**src/rtl/vga_fb_arbiter.sv**
```systemverilog
// vga_fb_arbiter: shares one single-port framebuffer RAM between VGA scan-out
// reads (active video) and a buffered draw-engine write stream (blanking),
// with front/back double buffering that swaps at the start of vertical blank.
// Ports:
//   clock, reset                 pixel clock, async active-high reset
//   hCounter, vCounter, vidOn    scan position and active-video flag
//   refreshDraw                  1-cycle pulse at start of vertical blank
//   wr_valid/wr_ready/wr_addr/wr_data   draw-engine write stream
//   swap_req/swap_pending/swap_done/front_buf   buffer swap control/status
//   mem_addr/mem_we/mem_wdata/mem_rdata         framebuffer RAM port
//   pixel/pixel_valid            registered scan-out pixel
//   wr_err                       sticky out-of-range write drop flag
module vga_fb_arbiter #(
  parameter int unsigned PIX_W      = 8,
  parameter int unsigned FIFO_DEPTH = 8,
  parameter int unsigned H_ACTIVE   = 640,
  parameter int unsigned FB_PIXELS  = 307200
) (
  input  logic             clock,
  input  logic             reset,
  input  logic [9:0]       hCounter,
  input  logic [9:0]       vCounter,
  input  logic             vidOn,
  input  logic             refreshDraw,
  input  logic             wr_valid,
  output logic             wr_ready,
  input  logic [18:0]      wr_addr,
  input  logic [PIX_W-1:0] wr_data,
  input  logic             swap_req,
  output logic             swap_pending,
  output logic             swap_done,
  output logic             front_buf,
  output logic [19:0]      mem_addr,
  output logic             mem_we,
  output logic [PIX_W-1:0] mem_wdata,
  input  logic [PIX_W-1:0] mem_rdata,
  output logic [PIX_W-1:0] pixel,
  output logic             pixel_valid,
  output logic             wr_err
);

  localparam int unsigned ADDR_W = 19;
  localparam int unsigned MEM_AW = ADDR_W + 1;
  localparam int unsigned PTR_W  = $clog2(FIFO_DEPTH);
  localparam int unsigned CNT_W  = PTR_W + 1;

  typedef struct packed {
    logic              bsel;
    logic [ADDR_W-1:0] addr;
    logic [PIX_W-1:0]  data;
  } wr_entry_t;

  wr_entry_t fifo_mem_q [FIFO_DEPTH];

  logic [PTR_W-1:0]  wr_ptr_q, wr_ptr_d, rd_ptr_q, rd_ptr_d;
  logic [CNT_W-1:0]  count_q, count_d;
  logic              wr_ready_q, wr_ready_d;
  logic              front_buf_q, front_buf_d;
  logic              swap_pending_q, swap_pending_d;
  logic              swap_done_q, swap_done_d;
  logic [MEM_AW-1:0] mem_addr_q, mem_addr_d;
  logic              mem_we_q, mem_we_d;
  logic [PIX_W-1:0]  mem_wdata_q, mem_wdata_d;
  logic              vid_d1_q, vid_d1_d;
  logic [PIX_W-1:0]  pixel_q, pixel_d;
  logic              pixel_valid_q, pixel_valid_d;
  logic              wr_err_q, wr_err_d;

  logic              push_c, pop_c;
  logic [ADDR_W-1:0] scan_addr_c;
  wr_entry_t         head_c;

  // Scan address v*640+h as shift-add for the standard line width.
  always_comb begin
    if (H_ACTIVE == 640) begin
      scan_addr_c = (ADDR_W'(vCounter) << 9) + (ADDR_W'(vCounter) << 7)
                  + ADDR_W'(hCounter);
    end else begin
      scan_addr_c = ADDR_W'(vCounter * H_ACTIVE) + ADDR_W'(hCounter);
    end
  end

  // Pops only happen outside active video so scan-out always owns the RAM.
  assign push_c = wr_valid && wr_ready_q;
  assign pop_c  = !vidOn && (count_q != '0);
  assign head_c = fifo_mem_q[rd_ptr_q];

  always_comb begin
    wr_ptr_d       = wr_ptr_q;
    rd_ptr_d       = rd_ptr_q;
    count_d        = count_q;
    front_buf_d    = front_buf_q;
    swap_pending_d = swap_pending_q;
    swap_done_d    = 1'b0;
    mem_addr_d     = mem_addr_q;
    mem_we_d       = 1'b0;
    mem_wdata_d    = mem_wdata_q;
    wr_err_d       = wr_err_q;
    vid_d1_d       = vidOn;
    pixel_valid_d  = vid_d1_q;
    pixel_d        = vid_d1_q ? mem_rdata : '0;

    // FIFO occupancy
    if (push_c) wr_ptr_d = wr_ptr_q + PTR_W'(1);
    if (pop_c)  rd_ptr_d = rd_ptr_q + PTR_W'(1);
    case ({push_c, pop_c})
      2'b10:   count_d = count_q + CNT_W'(1);
      2'b01:   count_d = count_q - CNT_W'(1);
      default: count_d = count_q;
    endcase
    // Registered from next count, so a pop while full frees a slot next cycle.
    wr_ready_d = (count_d != CNT_W'(FIFO_DEPTH));

    // Swap: a request coincident with refreshDraw is consumed by that swap.
    if (refreshDraw && (swap_pending_q || swap_req)) begin
      front_buf_d    = ~front_buf_q;
      swap_pending_d = 1'b0;
      swap_done_d    = 1'b1;
    end else if (swap_req) begin
      swap_pending_d = 1'b1;
    end

    // RAM port ownership: SCAN, DRAIN or IDLE (address holds when idle).
    if (vidOn) begin
      mem_addr_d = {front_buf_q, scan_addr_c};
    end else if (pop_c) begin
      if (head_c.addr < ADDR_W'(FB_PIXELS)) begin
        mem_we_d    = 1'b1;
        mem_addr_d  = {head_c.bsel, head_c.addr};
        mem_wdata_d = head_c.data;
      end else begin
        wr_err_d = 1'b1;
      end
    end
  end

  always_ff @(posedge clock or posedge reset) begin
    if (reset) begin
      wr_ptr_q       <= '0;
      rd_ptr_q       <= '0;
      count_q        <= '0;
      wr_ready_q     <= 1'b1;
      front_buf_q    <= 1'b0;
      swap_pending_q <= 1'b0;
      swap_done_q    <= 1'b0;
      mem_addr_q     <= '0;
      mem_we_q       <= 1'b0;
      mem_wdata_q    <= '0;
      vid_d1_q       <= 1'b0;
      pixel_q        <= '0;
      pixel_valid_q  <= 1'b0;
      wr_err_q       <= 1'b0;
    end else begin
      wr_ptr_q       <= wr_ptr_d;
      rd_ptr_q       <= rd_ptr_d;
      count_q        <= count_d;
      wr_ready_q     <= wr_ready_d;
      front_buf_q    <= front_buf_d;
      swap_pending_q <= swap_pending_d;
      swap_done_q    <= swap_done_d;
      mem_addr_q     <= mem_addr_d;
      mem_we_q       <= mem_we_d;
      mem_wdata_q    <= mem_wdata_d;
      vid_d1_q       <= vid_d1_d;
      pixel_q        <= pixel_d;
      pixel_valid_q  <= pixel_valid_d;
      wr_err_q       <= wr_err_d;
    end
  end

  // Entry storage; the buffer tag is the back buffer at acceptance time.
  always_ff @(posedge clock) begin
    if (push_c) begin
      fifo_mem_q[wr_ptr_q] <= '{bsel: ~front_buf_q, addr: wr_addr, data: wr_data};
    end
  end

  assign wr_ready     = wr_ready_q;
  assign front_buf    = front_buf_q;
  assign swap_pending = swap_pending_q;
  assign swap_done    = swap_done_q;
  assign mem_addr     = mem_addr_q;
  assign mem_we       = mem_we_q;
  assign mem_wdata    = mem_wdata_q;
  assign pixel        = pixel_q;
  assign pixel_valid  = pixel_valid_q;
  assign wr_err       = wr_err_q;

endmodule

```
**config.mk**
```make
export PLATFORM = sky130hd
export DESIGN_NAME = vga_fb_arbiter
export DESIGN_NICKNAME = d
export VERILOG_FILES = /design/src/rtl/vga_fb_arbiter.sv
export SDC_FILE = /design/constraint.sdc
export NUM_CORES = 1
export LEC_CHECK = 0
export ABC_CLOCK_PERIOD_IN_PS = 7100
export CAP_MARGIN = 15
export CORE_MARGIN = 2
export CORE_UTILIZATION = 40
export DETAILED_ROUTE_END_ITERATION = 10
export GPL_TIMING_DRIVEN = 0
export PLACE_DENSITY = 0.65
export SYNTH_ARGS = -nofsm -noshare
export SYNTH_HDL_FRONTEND = slang
export SYNTH_SLANG_ARGS = --single-unit
```
**constraint.sdc**
```tcl
create_clock -name clock -period 7.1 [get_ports clock]
set_clock_uncertainty 0.1 [all_clocks]
set_input_delay 1.42 -clock clock [delete_from_list [all_inputs] [get_ports clock]]
set_output_delay 1.42 -clock clock [all_outputs]
set_load 0.02 [all_outputs]
```
==> results.sh, run 1 <==
export IMPL_coreArea_sq_um=27900
export IMPL_setup_violations=0
export IMPL_drive_gt1_frac=0.232
export IMPL_p_leak_nw=5.12
export IMPL_overflow=0
export IMPL_pin_count=104
export IMPL_path_clk_slew_ns=0.06
export IMPL_drv_cap=0
export IMPL_io_buffers=103
export IMPL_syn_area_per_cell_sq_um=18.8
export IMPL_die_width_um=173
export IMPL_synth_area_leaders="edfxtp_1 59%, dfrtp_1 12%, mux4_2 9.5%, mux2_2 2.8%, ha_1 2.6%"
export IMPL_antenna_found_initial=1
export IMPL_syn_inst=606
export IMPL_tightest_slew_ns=1.04
export IMPL_finalHoldViolations=0
export IMPL_wire_per_inst_um=21.5
export IMPL_design_power_total_mw=5.94
export IMPL_reg2reg_slack_ns=3.22
export IMPL_grt_pass1_wl_um=38000
export IMPL_synth_common_cells="224 x edfxtp_1, 53 x dfrtp_1, 48 x mux4_2"
export IMPL_floorplan_initialDensity=0.407
export IMPL_drt_pass1_iterations=5
export IMPL_fp_dieArea_sq_um=29800
export IMPL_cts_root_buf="clkbuf_16"
export IMPL_row_count=61
export IMPL_synth_most_common_cell="edfxtp_1"
export IMPL_drt_drc_violations_left=0
export IMPL_postRouteAntennaNets=0
export IMPL_p_per_area_nw_per_um2=417
export IMPL_htreeDepth=1
export IMPL_yosysWarnings=0
export IMPL_synth_edff_count=224
export IMPL_min_period_over_period=0.574
export IMPL_outcome="completed"
export IMPL_grt_total_usage=0.166
export IMPL_area_growth_syn_to_layout_pct=25.2
export IMPL_finalMaxSlewViolations=0
export IMPL_clock_latency_ns=0.54
export IMPL_vias=6036
export IMPL_synth_area_sq_um=11400
export IMPL_hold_worst_slack_ns=0.380
export IMPL_relSlewSlack=0.303
export IMPL_cp_required_ns=7.42
export IMPL_ys_ff_latch=278
export IMPL_synth_top_area_share=0.591
export IMPL_synth_nets=693
export IMPL_grt_pass1_vias=6446
export IMPL_synth_cell_types=52
export IMPL_place_inst=1109
export IMPL_wirelength_um=25000
export IMPL_fill_cells=2296
export IMPL_gp_congestion=0.811
export IMPL_synth_area_leader_cell="edfxtp_1"
export IMPL_path_class="input pin to flip-flop"
export IMPL_n_antenna_cell=0
export IMPL_critPathCaptureType="flip-flop"
export IMPL_finalNetCount=849
export IMPL_hp_class="flip-flop to flip-flop"
export IMPL_synthFlopType="edfxtp_1"
export IMPL_ctsHoldBuffers=0
export IMPL_fmax_ghz=0.245
export IMPL_period_needed_ns=4.08
export IMPL_avgViaCountPerCell=5.20
export IMPL_crit_path_max_fanout=3
export IMPL_die_h_um=173
export IMPL_cts_tree="built"
export IMPL_postCtsSetupRepairBufs=0
export IMPL_cts_buffers_inserted=29
export IMPL_clock_sinks=278
export IMPL_drt_initial_drc_count=474
export IMPL_worstPathArrival_ns=4.40
export IMPL_fin_cells=1161
export IMPL_ctsLongestPathBuffers=3
export IMPL_max_vdd_ir_drop_mv=0.189
export IMPL_rsz0062_at_grt="false"
export IMPL_yosysSeqAreaShare=0.710
export IMPL_dp_hpwl_um=17400
export IMPL_cts_resized_gates=0
export IMPL_async_reset_ff_frac=0.194
export IMPL_startpoint_type="input pin"
export IMPL_grt_max_degree=38
-- report_power, final --
part / internal (mW) / switching, mW / total (mW)
logic: 1.00 / 1.07 / 2.07
registers: 2.10 / 0.144 / 2.25
clock network: 1.02 / 0.604 / 1.62
-- cell type report --
class,count,area [sq um],area share
clock buffers,33,761,0.0534
clock inverters,19,272,0.0191
repair buffers,125,1310,0.0920
inverters,15,56.3,0.00395
flip-flops and latches,278,8080,0.567
plain buffers,21,130,0.00913
well taps,378,473,0.0332
multi-input cells,292,3160,0.222
-- per-layer routing --
layer | up-vias | routed length (um) | GRT usage
met5 | - | 16 | 0
met4 | 2 | 442 | 0.0385
met3 | 38 | 1460 | 0.0350
met2 | 174 | 12600 | 0.290
met1 | 3097 | 10400 | 0.214
li1 | 2725 | - | -
-- placed cells by master, fill, tap and decap left out, types with 8 or more instances in the layout --
master,n
nor2_1,11
clkbuf_1,12
mux4_2,48
clkdlybuf4s50_1,103
buf_6,15
edfxtp_1,224
clkbuf_16,29
dfrtp_1,53
a21o_1,8
mux2_2,28
nand2_1,24
inv_1,12
mux2_4,8
xnor2_1,9
and2_1,10
mux2i_1,27
ha_1,24
o21ai_0,15
-- path summary, 6_finish.rpt --
check	start	to	depth (start not counted)
setup / recovery	hCounter[9]	mem_addr[17]	11
hold / removal	wr_err	wr_err	1
setup reg to reg	count_q[0]	wr_ready	10
hold reg to reg	wr_err	wr_err	1
max in group asynchronous	reset	wr_ready	3
min in group asynchronous	reset	wr_ptr_q[0]	2
-- cell families after synthesis --
group	synth area share
buffers and inverters	0.0164
flip-flops	0.710
multiplexers	0.157
adder cells (fa/ha/maj)	0.0299
XOR/XNOR	0.0123
AO/OA/AOI/OAI	0.0420
AND/OR/NAND/NOR	0.0325
-- flip-flops by register name, summed over array words and instances, names as in the netlist --
register       count
count_q            4
fifo_mem_q       224
front_buf          1
mem_addr          20
mem_wdata          8
mem_we             1
pixel              8
pixel_valid        1
pixel_valid_d      1
rd_ptr_q           3
swap_done          1
swap_pending       1
wr_err             1
wr_ptr_q           3
wr_ready           1
-- per-stage QoR --
stage	util	TNS (ns)	setup WS (ns)	cell area [sq um]
final	0.510	0	3.02	14200
after global routing	0.510	0	2.89	14200
after CTS	0.510	0	3.04	14200
after detailed placement	0.473	0	2.48	13200
after global placement	0.461	-52.15	-1.75	12900
after floorplan	-	0	2.21	11400
-- worst max-delay path: stages --
cell and delay, ns:
clkdlybuf4s50_1 0.47, inv_1 0.06, fa_1 0.53, inv_1 0.07
ha_1 0.29, a21o_1 0.18, a211o_1 0.31, a2111o_1 0.42
a41oi_1 0.28, mux2i_1 0.12, a221o_1 0.26
(Power assumes the default switching activity.)
==> run 2, diff against run 1 <==
--- a/config.mk
+++ b/config.mk
@@ -5,7 +5,7 @@
 export SDC_FILE = /design/constraint.sdc
 export NUM_CORES = 1
 export LEC_CHECK = 0
-export ABC_CLOCK_PERIOD_IN_PS = 7100
+export ABC_CLOCK_PERIOD_IN_PS = 4150
 export CAP_MARGIN = 15
 export CORE_MARGIN = 2
 export CORE_UTILIZATION = 40
==> constraint.sdc (replaced) <==
create_clock -name clock -period 4.15 [get_ports clock]
set_clock_uncertainty 0.1 [all_clocks]
set_input_delay 0.83 -clock clock [delete_from_list [all_inputs] [get_ports clock]]
set_output_delay 0.83 -clock clock [all_outputs]
set_load 0.02 [all_outputs]
==> results.sh, run 2 (same netlist as run 1, synthesis figures left out) <==
export IMPL_outcome="completed"
export IMPL_overflow=0
export IMPL_die_width_um=173
export IMPL_fin_tns_setup_ns=0
export IMPL_dp_hpwl_um=17300
export IMPL_grt_pass1_vias=6461
export IMPL_die_h_um=173
export IMPL_reg2reg_slack_ns=0.27
export IMPL_final_cell_mix="224 x edfxtp_1, 103 x clkdlybuf4s50_1, 53 x dfrtp_1"
export IMPL_wire_per_inst_um=21.2
export IMPL_finalMaxSlewViolations=0
export IMPL_floorplan_initialDensity=0.407
export IMPL_p_per_area_nw_per_um2=702
export IMPL_drt_pass1_iterations=4
export IMPL_multi_input_area_sq_um=3170
export IMPL_coreArea_sq_um=27900
export IMPL_cts_root_buf="clkbuf_16"
export IMPL_gp_congestion=0.810
export IMPL_min_period_over_period=0.935
export IMPL_critPathCaptureType="flip-flop"
export IMPL_wirelength_um=24600
export IMPL_drive_gt1_frac=0.225
export IMPL_max_vdd_ir_drop_mv=0.364
export IMPL_r2r_start="count_q[1]"
export IMPL_drt_initial_drc_count=496
export IMPL_vias=6066
export IMPL_cts_buffers_inserted=29
export IMPL_critPathLaunch="count_q[1]"
export IMPL_fmax_ghz=0.258
export IMPL_grt_total_usage=0.165
export IMPL_finalNetCount=847
export IMPL_postCtsSetupRepairBufs=0
export IMPL_fp_dieArea_sq_um=29800
export IMPL_cts_resized_gates=0
export IMPL_clock_latency_ns=0.55
export IMPL_regMostFlops="fifo_mem_q"
export IMPL_ctsHoldBuffers=0
export IMPL_finalHoldViolations=0
export IMPL_period_needed_ns=3.88
export IMPL_hp_class="flip-flop to flip-flop"
export IMPL_crit_path_max_fanout=7
export IMPL_tightest_slew_ns=1.04
export IMPL_fin_cells=1161
export IMPL_path_clk_slew_ns=0.06
export IMPL_clock_sinks=278
export IMPL_grt_pass1_wl_um=37800
export IMPL_postRouteAntennaNets=0
export IMPL_ctsLongestPathBuffers=3
export IMPL_rsz0062_at_grt="false"
export IMPL_timing_rr_end="wr_ready"
export IMPL_cts_tree="built"
export IMPL_startpoint_type="flip-flop"
export IMPL_relSlewSlack=0.299
export IMPL_n_antenna_cell=0
export IMPL_htreeDepth=1
export IMPL_worstPathArrival_ns=4.23
export IMPL_setup_violations=0
export IMPL_row_count=61
export IMPL_avgViaCountPerCell=5.22
export IMPL_antenna_found_initial=0
export IMPL_fill_cells=2282
export IMPL_drt_drc_violations_left=0
export IMPL_grt_max_degree=38
export IMPL_crit_end="wr_ready"
export IMPL_pin_count=104
export IMPL_io_buffers=103
export IMPL_regArea_sq_um=8080
export IMPL_cp_required_ns=4.50
export IMPL_drv_cap=0
export IMPL_path_class="flip-flop to flip-flop"
export IMPL_p_leak_nw=5.07
export IMPL_final_common_cell="edfxtp_1"
export IMPL_place_inst=1107
export IMPL_largest_register_ffs=224
export IMPL_r2r_cells=10
export IMPL_area_growth_syn_to_layout_pct=24.6
==> run 2: changes by cell type in the layout (fill, tap and decap cells not counted), sizes merged <==
cell      before  now
bufinv         7    4
buf           33   31
clkbuf        43   45
clkinvlp       1    3
clkinv        12   13
==> run 2: worst min path at each step <==
stage                  start           to  slack (ns)  cells after the start
2_1_floorplan  pixel_valid_d  pixel_valid        0.33                      0
3_3_place_gp          wr_err       wr_err        0.36                      1
3_5_place_dp          wr_err       wr_err        0.37                      1
4_1_cts               wr_err       wr_err        0.39                      1
5_1_grt               wr_err       wr_err        0.42                      1
6_report              wr_err       wr_err        0.37                      1
==> run 2: power breakdown <==
| part | internal [mW] | switching (mW) |
|---|---|---|
| combinational | 1.71 | 1.83 |
| sequential | 3.60 | 0.242 |
| clock | 1.54 | 1.03 |
==> run 2: layout make-up <==
cell class,count,area share
Tap cell,378,0.0334
Multi-Input combinational cell,292,0.224
Buffer,21,0.00918
Sequential cell,278,0.570
Timing Repair Buffer,123,0.0924
Clock inverter,19,0.0148
Clock buffer,35,0.0528
Inverter,15,0.00397
==> run 2: per-layer routing <==
| layer | global-route usage | vias up | share of wire |
|---|---|---|---|
| met2 | 0.286 | 182 | 0.51 |
| met3 | 0.0358 | 35 | 0.063 |
| met4 | 0.0427 | 0 | 0.022 |
| li1 | - | 2727 | - |
| met1 | 0.211 | 3122 | 0.41 |
| met5 | 0 | - | 0 |
==> run 2: through the flow <==
step	total power [mW]	instance area, sq um	utilization	hold slack (ns)	setup slack [ns]
3_5_place_dp	7.49	13200	0.473	0.372	0.107
2_1_floorplan	6.17	11400	-	0.331	0.585
3_3_place_gp	7.29	12900	0.461	0.365	-2.41
5_1_grt	10.4	14200	0.508	0.416	0.0530
6_report	9.95	14200	0.508	0.374	0.269
4_1_cts	10.1	14200	0.508	0.385	0.266
==> run 2: critical path, cell delays in order, from the launching register on <==
cell and delay (ns):
dfrtp_1 0.44, nor4_1 0.90, nor2_1 0.42, ha_1 0.41, xor2_1 0.18, ha_1 0.20
a21oi_1 0.15, xnor2_1 0.14, nand2b_1 0.08, xnor2_1 0.14, or4b_2 0.62
